### config.mk
export PLATFORM = sky130hd
export DESIGN_NAME = float16_multiplier
export DESIGN_NICKNAME = d
export VERILOG_FILES = /design/src/rtl/float16_multiplier.sv
export SDC_FILE = /design/constraint.sdc
export NUM_CORES = 1
export LEC_CHECK = 0
export ABC_AREA = 1
export CAP_MARGIN = 20
export CORE_MARGIN = 2
export CORE_UTILIZATION = 55
export CTS_BUF_LIST = sky130_fd_sc_hd__clkbuf_16
export DETAILED_ROUTE_END_ITERATION = 8
export PLACE_DENSITY = 0.74
export REMOVE_ABC_BUFFERS = 1
export SLEW_MARGIN = 10
export SYNTH_ARGS = -nofsm -noshare
export SYNTH_HDL_FRONTEND = slang
export SYNTH_SLANG_ARGS = --single-unit
### constraint.sdc
create_clock -name clk -period 14.35 [get_ports clk]
set_input_delay 2.87 -clock clk [delete_from_list [all_inputs] [get_ports clk]]
set_output_delay 2.87 -clock clk [all_outputs]
set_load 0.005 [all_outputs]
### src/rtl/float16_multiplier.sv
// IEEE 754 binary16 multiplier, round-to-nearest-even, full subnormal/Inf/NaN support.
// Latency: 1 cycle (combinational core, registered result and out_valid).
// Backpressure: none; a new operand pair is accepted every cycle.
module float16_multiplier (
   input  logic        clk,
   input  logic        rst,
   input  logic        in_valid,
   input  logic [15:0] a,
   input  logic [15:0] b,
   output logic        out_valid,
   output logic [15:0] result
);

   localparam int FLOAT_LEN = 16;
   localparam int EXP_LEN   = 5;
   localparam int MANT_LEN  = 10;
   localparam int EXP_BIAS  = 15;

   localparam logic [FLOAT_LEN-1:0] QNAN = 16'h7E00;

   // operand fields
   logic                sa, sb, sr;
   logic [EXP_LEN-1:0]  ea, eb;
   logic [MANT_LEN-1:0] ma, mb;
   logic                a_nan, b_nan, a_inf, b_inf, a_zero, b_zero;

   // finite datapath
   logic [MANT_LEN:0]   sig_a, sig_b;
   logic [EXP_LEN-1:0]  exp_a, exp_b;
   logic [21:0]         p, pn, shifted;
   logic [4:0]          lz;
   logic signed [7:0]   e_work, sh;
   logic [5:0]          sh_amt;
   logic [43:0]         wide;
   logic                lost, g, r, st, inc;
   logic [EXP_LEN-1:0]  exp_field;
   logic [14:0]         mag;
   logic [15:0]         prod;

   // unpack and classify operands; subnormals get effective exponent 1 and no hidden bit
   always_comb begin
      sa     = a[15];
      sb     = b[15];
      ea     = a[14:10];
      eb     = b[14:10];
      ma     = a[9:0];
      mb     = b[9:0];
      sr     = sa ^ sb;
      a_nan  = (ea == 5'h1F) && (ma != '0);
      b_nan  = (eb == 5'h1F) && (mb != '0);
      a_inf  = (ea == 5'h1F) && (ma == '0);
      b_inf  = (eb == 5'h1F) && (mb == '0);
      a_zero = (ea == '0) && (ma == '0);
      b_zero = (eb == '0) && (mb == '0);
      sig_a  = {(ea != '0), ma};
      sig_b  = {(eb != '0), mb};
      exp_a  = (ea == '0) ? 5'd1 : ea;
      exp_b  = (eb == '0) ? 5'd1 : eb;
   end

   // multiply, normalise, denormalise and round the finite product
   always_comb begin
      p  = {11'b0, sig_a} * {11'b0, sig_b};
      lz = 5'd0;
      for (int i = 0; i < 22; i++) begin
         if (p[i]) lz = 5'(21 - i);
      end
      // left-justify so the leading one sits at bit 21; nothing is lost by this shift
      pn     = p << lz;
      // bit 21 of pn has weight 2^1 of the raw product, hence the +1
      e_work = $signed({3'b000, exp_a}) + $signed({3'b000, exp_b})
               - 8'(EXP_BIAS) + 8'sd1 - $signed({3'b000, lz});
      sh     = 8'sd1 - e_work;
      if (e_work <= 8'sd0) begin
         sh_amt = (sh > 8'sd23) ? 6'd23 : sh[5:0];
      end else begin
         sh_amt = 6'd0;
      end
      wide    = {pn, 22'b0} >> sh_amt;
      shifted = wide[43:22];
      lost    = |wide[21:0];
      g       = shifted[10];
      r       = shifted[9];
      st      = (|shifted[8:0]) | lost;
      inc     = g & (r | st | shifted[11]);
      // the hidden bit survives only on the normal path; denormalised results use field 0
      exp_field = shifted[21] ? e_work[4:0] : 5'd0;
      // mantissa carry ripples into the exponent: 0x3FF->0x400 and 30.x->31 (Inf) fall out naturally
      mag = {exp_field, shifted[20:11]} + {14'b0, inc};
   end

   // resolve special operands in priority order, then overflow
   always_comb begin
      if (a_nan || b_nan) begin
         prod = QNAN;
      end else if ((a_inf && b_zero) || (b_inf && a_zero)) begin
         prod = QNAN;
      end else if (a_inf || b_inf) begin
         prod = {sr, 5'h1F, 10'h000};
      end else if (a_zero || b_zero) begin
         prod = {sr, 15'h0000};
      end else if (e_work >= 8'sd31) begin
         prod = {sr, 5'h1F, 10'h000};
      end else begin
         prod = {sr, mag};
      end
   end

   // output register: result holds when no new operands arrive
   always_ff @(posedge clk) begin
      if (rst) begin
         out_valid <= 1'b0;
         result    <= 16'h0000;
      end else begin
         out_valid <= in_valid;
         if (in_valid) begin
            result <= prod;
         end
      end
   end

endmodule

After elaboration in Yosys (flattened, before gate mapping):

Cells that the tools add are included.

* flip-flop bits (word level): 17
* bits of input ports: 35
* output and inout bits: 17
* word-level logic and storage cells: 75

* add/sub/neg operators: 6
* multipliers: 1
* order comparisons: 3
* eq/ne operators: 2
* shift-type cells: 2
* mux-type cells: 32
* bitwise gates (word level): 5
* reduce and logical (&&, ||, !) cells: 22

Operators by type and width (number)
* $mux W5: 25
* $mux W15: 3
* $shr A44 B6 Y44: 1
* $mux W16: 2
* $mul A11 B11 Y22: 1
* $reduce_or A22 Y1: 1
* $shl A22 B5 Y22: 1
* $logic_not A10 Y1: 2
* $reduce_bool A10 Y1: 2
* $add A15 B1 Y15: 1
* $mux W6: 2
* $eq A5 B5 Y1 const B: 2
* $logic_not A5 Y1: 2
* $reduce_bool A5 Y1: 2
* $reduce_or A9 Y1: 1
* $add A7 B2 Y8 const B: 1
* $ge A8 B6 Y1 const B: 1
* $gt A8 B6 Y1 const B: 1
* $le A8 B1 Y1 const B: 1
* $logic_and A1 B1 Y1: 8
* $sub A2 B8 Y8 const A: 1
* $sub A8 B6 Y8: 1
* $sub A6 B4 Y7 const B: 1
* $add A5 B5 Y6: 1
* 4 further kinds: 9

Logic depth before layout (Yosys ltp):

Gate-level depths: netlist (run 1).

* word-level depth: 41
* depth in mapped cells: 65
* depth with buffers taken out: 62

Worst setup path before layout (run 1):

No wires, ideal clock.

* path kind: input to register
* start point: input port a[14]
* end point: register result[10]
* library setup time: 0.133 ns
* data arrival time: 11.589 ns
* data required time: 14.217 ns
* setup slack: 2.627 ns
* stages on the path: 52
* path buffers: 3
* cells stage by stage: inv_1 nand4_1 clkbuf_1 nand2_1 inv_1 fa_1 inv_1 fa_1 fa_1 fa_1 fa_1 inv_1 ha_1 a21oi_1 nand2_4 nand2_2 nand2_2 or2_1 [... 16 more ...] o21ai_1 inv_1 a21oi_1 buf_2 nand3_1 nand3_1 nand3_1 nand3_1 nand2_2 nor3_1 ha_1 nand3_2 nor2_2 nand2_1 o21ai_1 nand3_1 nand2_1 a21oi_1

* word-level cells in the longest chain between the ends: 31
* elaborated cells on any way between the ends: 51
* those cells by class: add/sub: 6; mul: 1; order compare: 3; eq/ne: 1; shift: 2; mux: 21; bitwise: 4; reduce/logical: 13

RTL lines
* start: declaration: RTL line 8 `input logic [15:0] a,`
* $reduce_bool A5 Y1: RTL line 55 `sig_a = {(ea != '0), ma};`
* $mul A11 B11 Y22: RTL line 63 `p = {11'b0, sig_a} * {11'b0, sig_b};`
* $mux W5 (12 in a row): RTL line 66 `if (p[i]) lz = 5'(21 - i);`
* $sub A8 B6 Y8: RTL line 72 `- 8'(EXP_BIAS) + 8'sd1 - $signed({3'b000, lz});`
* $sub A2 B8 Y8: RTL line 73 `sh = 8'sd1 - e_work;`
* $gt A8 B6 Y1: RTL line 75 `sh_amt = (sh > 8'sd23) ? 6'd23 : sh[5:0];`
* $mux W6: RTL line 75
* $mux W6: RTL line 74 `if (e_work <= 8'sd0) begin`
* [... 3 more ...]
* $or A1 B1 Y1 (2 in a row): RTL line 85 `inc = g & (r | st | shifted[11]);`
* $and A1 B1 Y1: RTL line 85
* $add A15 B1 Y15: RTL line 89 `mag = {exp_field, shifted[20:11]} + {14'b0, inc};`
* $mux W15: RTL line 102 `end else if (e_work >= 8'sd31) begin`
* $mux W15: RTL line 100 `end else if (a_zero || b_zero) begin`
* $mux W15: RTL line 98 `end else if (a_inf || b_inf) begin`
* $mux W16: RTL line 96 `end else if ((a_inf && b_zero) || (b_inf && a_zero)) begin`
* $mux W16 (*): RTL line 94 `if (a_nan || b_nan) begin`
* end signal: assignment: RTL line 117 `result <= prod;`
* end: declaration: RTL line 11 `output logic [15:0] result`

Mark *: on every way between the ends. The rest lies on a longest branch, timed or not.
A chain may end at the register's enable or synchronous reset.

Final worst setup path (run 1):

* start point: input port b[11]
* end point: register result[10]

* word-level cells in the longest chain between the ends: 31
* elaborated cells on any way between the ends: 51
* those cells by class: add/sub: 6; mul: 1; order compare: 3; eq/ne: 1; shift: 2; mux: 21; bitwise: 4; reduce/logical: 13

RTL lines
* start: declaration: RTL line 9 `input logic [15:0] b,`
* $reduce_bool A5 Y1: RTL line 56 `sig_b = {(eb != '0), mb};`
* $mul A11 B11 Y22: RTL line 63
* $mux W5 (12 in a row): RTL line 66
* $sub A8 B6 Y8: RTL line 72
* $sub A2 B8 Y8: RTL line 73
* $gt A8 B6 Y1: RTL line 75
* $mux W6: RTL line 75
* $mux W6: RTL line 74
* [... 3 more ...]
* $or A1 B1 Y1 (2 in a row): RTL line 85
* $and A1 B1 Y1: RTL line 85
* $add A15 B1 Y15: RTL line 89
* $mux W15: RTL line 102
* $mux W15: RTL line 100
* $mux W15: RTL line 98
* $mux W16: RTL line 96
* $mux W16 (*): RTL line 94

Marked as above.

==> results.txt, run 1 <==
The flow ran to the end, and the final reports show no timing, DRC or antenna violations. The count of clock tree sinks is 17. The number of maximum-capacitance violations is 0. The DRC violation count after routing came out at 0.

The slew at the pin closest to its max-slew limit is 0.680 ns. The later pin in the worst-skew pair is clocked with a latency of 0.25 ns. Headroom to the max-slew limit came out at 0.547. The number of cell rows is 46. The fraction of registers with async set/reset is 0. The highest metal layer carrying signal wires in the routed design is met4. The share of layout cells above drive strength 1 came out at 0.0854. STA classifies the critical path startpoint as an input pin.

The delay contributed by the slowest stage of the critical path came out at 0.51 ns. The synthesis warning total is 0. Detailed placement ended at an HPWL of 18,600 um.

Hold repair after CTS inserted 0 buffers. The distinct cell type count after synthesis came out at 52. The number of instances in the synthesized netlist came out at 1,462. The routed wire length on met3 came out at 1390 um. The count of TritonRoute iterations in the first routing pass came out at 5.

The initial antenna violation count came out at 0. Synthesis inferred 17 register bits. The global routing usage summed across all routing layers is 0.261. The floorplan die height is 132 um. A synthesized cell averages 6.18 um2. Setup repair after global routing left no endpoint under its margin. The core area is 0.0160 mm2. The post-synthesis to final-layout area growth came out at 7.28%. The worst setup path is of the in2reg kind. TritonCTS built the clock tree.

The I/O pin count is 52. After synthesis the cells add up to 0.00904 mm2. After detailed routing, the number of vias per cell comes to 5.36. In the final timing run, aggregate negative setup slack is 0 ns. The worst clock skew came out at 0 ns. For this block, the via count after detailed routing is 9,063.

The maximum fanout count along the critical path is 21. The number of nets with antenna violations after detailed routing came out at 0. At the worst endpoint, the arrival time is 13.46 ns. 0 antenna diodes ended up in the layout. The full die area came out at 0.0175 mm2. The pin count of the biggest net entering global routing came out at 25. The portion of the post-synthesis area used by sequential elements is 0.0377. Counting stages on the worst path, the most repeated cell is sky130_fd_sc_hd__nand2_1. The final cycle utilization of the critical path came out at 0.929. The endpoint required time on the critical path came out at 14.47 ns. The root buffer cell is sky130_fd_sc_hd__clkbuf_16. Port buffering added 51 buffers. For this run, the top clock speed supported by timing is 0.0750 GHz.

The routed design has 22,400 um of wire. The deepest level of the CTS H-tree came out at 1. For this design, the slowest cell found on the critical path is sky130_fd_sc_hd__fa_1.

For this block, wires on met1 add up to 10,700 um. The final count of hold timing violations came out at 0. Clock-pin slew was measured on the worst setup and hold paths at 0.06 ns.

The net total in the final layout came out at 1,676. For this run, the leading register cell type out of synthesis is sky130_fd_sc_hd__dfxtp_1. The global-route wire length before repair is 39,400 um. From left edge to right edge, the die measures 132 um. After global routing the overflow that remains totals 0. The via count of the first global-routing pass came out at 8,722. Setup violations remaining at the end of the flow were counted as 0.

The CTS buffer count is 3. The path category of the worst min-delay check is reg2reg. The routed length on met2 is 10,100 um.

For this configuration, the core starts out at a cell density of 0.565. The clock passes through at most 2 buffers. Counting flops with a built-in enable in the synthesized netlist gives 0. The minimum clock period after layout came out at 13.33 ns.

The total count of max-transition violations in the final report came out at 0. The violation count after the first detailed-route iteration came out at 650. Routability-driven placement finished with a final weighted congestion of 0.968. The kind of capture point of the worst setup path is a flop. Dividing the detail-routed wire length by the instance count gives 13.3 um.
[worst paths after layout]
kind | from | endpoint | slack (ns) | depth (start not counted)
max | b[11] | result[10]$_SDFFE_PP0P_ | 1.02 | 49
min | result[0]$_SDFFE_PP0P_ | result[0]$_SDFFE_PP0P_ | 0.45 | 2
max reg2reg | result[14]$_SDFFE_PP0P_ | result[14]$_SDFFE_PP0P_ | 13.68 | 2
min reg2reg | result[0]$_SDFFE_PP0P_ | result[0]$_SDFFE_PP0P_ | 0.45 | 2
[cell type report]
type / count / area (um2)
timing repair buffer: 65 / 616
tap: 216 / 270
clock inverter: 1 / 7.51
fill: 1622 / 6300
multi-input combinational: 1074 / 7200
clock buffer: 3 / 75.1
sequential: 17 / 340
inverter: 316 / 1190
[cell usage in the layout (no fill, tap or decap), drive strengths merged, types with 3 or more instances in the layout]
cell type	synthesis	final
o31ai	3	3
nor4	3	3
nor2	66	66
fa	82	82
nand2	435	435
clkdlybuf4s50	0	51
a21oi	51	52
xnor2	9	9
o211ai	4	4
nand4	27	27
or2	5	5
ha	82	82
and3	3	3
o21ai	42	42
clkbuf	40	3
nand3b	6	6
xor2	11	11
dfxtp	17	17
inv	314	314
buf	16	14
and2	4	4
nor3	17	17
nand3	211	211
[cells by family after synthesis]
group | share of synthesized area
AOI/OAI and AO/OA | 0.0713
xor gates and xnor gates | 0.0219
adders and majority gates | 0.295
buffers and inverters | 0.167
DFF | 0.0377
and+or+nand+nor | 0.407
[metal layers]
layer / global-route usage / vias up
met5: 0 / -
met4: 0.0406 / 0
met3: 0.0292 / 28
met2: 0.435 / 263
met1: 0.373 / 4192
li1: - / 4580
[through the flow]
step                       util  hold WS [ns]  worst slack (ns)  cell area [um2]  cells
final                     0.606         0.451              1.02             9700   1692
after global routing      0.606         0.472             0.102             9700   1692
after detailed placement  0.599         0.438             0.626             9580   1684
after CTS                 0.604         0.451             0.867             9660   1688
after floorplan               -         0.447              1.52             8720   1406
after global placement    0.599         0.435             0.996             9580   1684
[Yosys cell counts, types with 3 or more instances]
cell	count	area, um2
sky130_fd_sc_hd__xnor2_1	8	70.1
sky130_fd_sc_hd__buf_2	4	20.0
sky130_fd_sc_hd__inv_1	302	1130
sky130_fd_sc_hd__o21ai_0	34	170
sky130_fd_sc_hd__nand2_4	7	78.8
sky130_fd_sc_hd__a21oi_1	45	225
sky130_fd_sc_hd__o211ai_1	4	30.0
sky130_fd_sc_hd__a21oi_2	4	35.0
sky130_fd_sc_hd__o21ai_2	3	26.3
sky130_fd_sc_hd__xor2_1	9	78.8
sky130_fd_sc_hd__clkbuf_4	5	37.5
sky130_fd_sc_hd__nor3_2	4	40.0
sky130_fd_sc_hd__buf_6	8	90.1
sky130_fd_sc_hd__clkbuf_1	34	128
sky130_fd_sc_hd__nor4_1	3	18.8
sky130_fd_sc_hd__nor2_1	50	188
sky130_fd_sc_hd__or2_2	3	18.8
sky130_fd_sc_hd__o21ai_1	5	25.0
sky130_fd_sc_hd__nand3_1	193	966
sky130_fd_sc_hd__inv_2	12	45.0
sky130_fd_sc_hd__fa_1	82	1640
sky130_fd_sc_hd__nor2_2	10	62.6
sky130_fd_sc_hd__and2_1	4	25.0
sky130_fd_sc_hd__nand2_2	32	200
sky130_fd_sc_hd__nor2_4	6	67.6
sky130_fd_sc_hd__nand2_1	396	1490
sky130_fd_sc_hd__ha_1	82	1030
sky130_fd_sc_hd__nand4_1	25	156
sky130_fd_sc_hd__nor3_1	13	65.1
sky130_fd_sc_hd__buf_4	4	30.0
sky130_fd_sc_hd__nand3_2	17	170
sky130_fd_sc_hd__o31ai_1	3	22.5
sky130_fd_sc_hd__dfxtp_1	17	340
sky130_fd_sc_hd__nand3b_1	6	45.0
[registers in the layout (all words and copies together) (netlist names)]
name / cells
out_valid: 1
result: 16
[what timing repair did]
action / in CTS / in global routing
buffers inserted: 0 / 3
endpoints found under the setup margin: 0 / 6
gates resized for setup: 0 / 0
[critical path, delay by kind of cell]
family                     cells  cell delay, ns
buffers and inverters         10            1.81
AOI/OAI and AO/OA              9            1.80
and+or+nand+nor               19            2.67
adders and majority gates      9            3.68
xor gates and xnor gates       2            0.61
Power of run 1 is not shown: default switching activity piles up to over one toggle a cycle in this logic, so the estimate is an artifact.
==> run 2, diff against run 1 <==
- CTS_BUF_LIST: sky130_fd_sc_hd__clkbuf_16 -> not set
- CTS_CLUSTER_SIZE: not set -> 14
==> results of run 2 <==
No change in the layout: final DEF, timing and power equal those of run 1.
Power of run 2 is left out for the same reason.
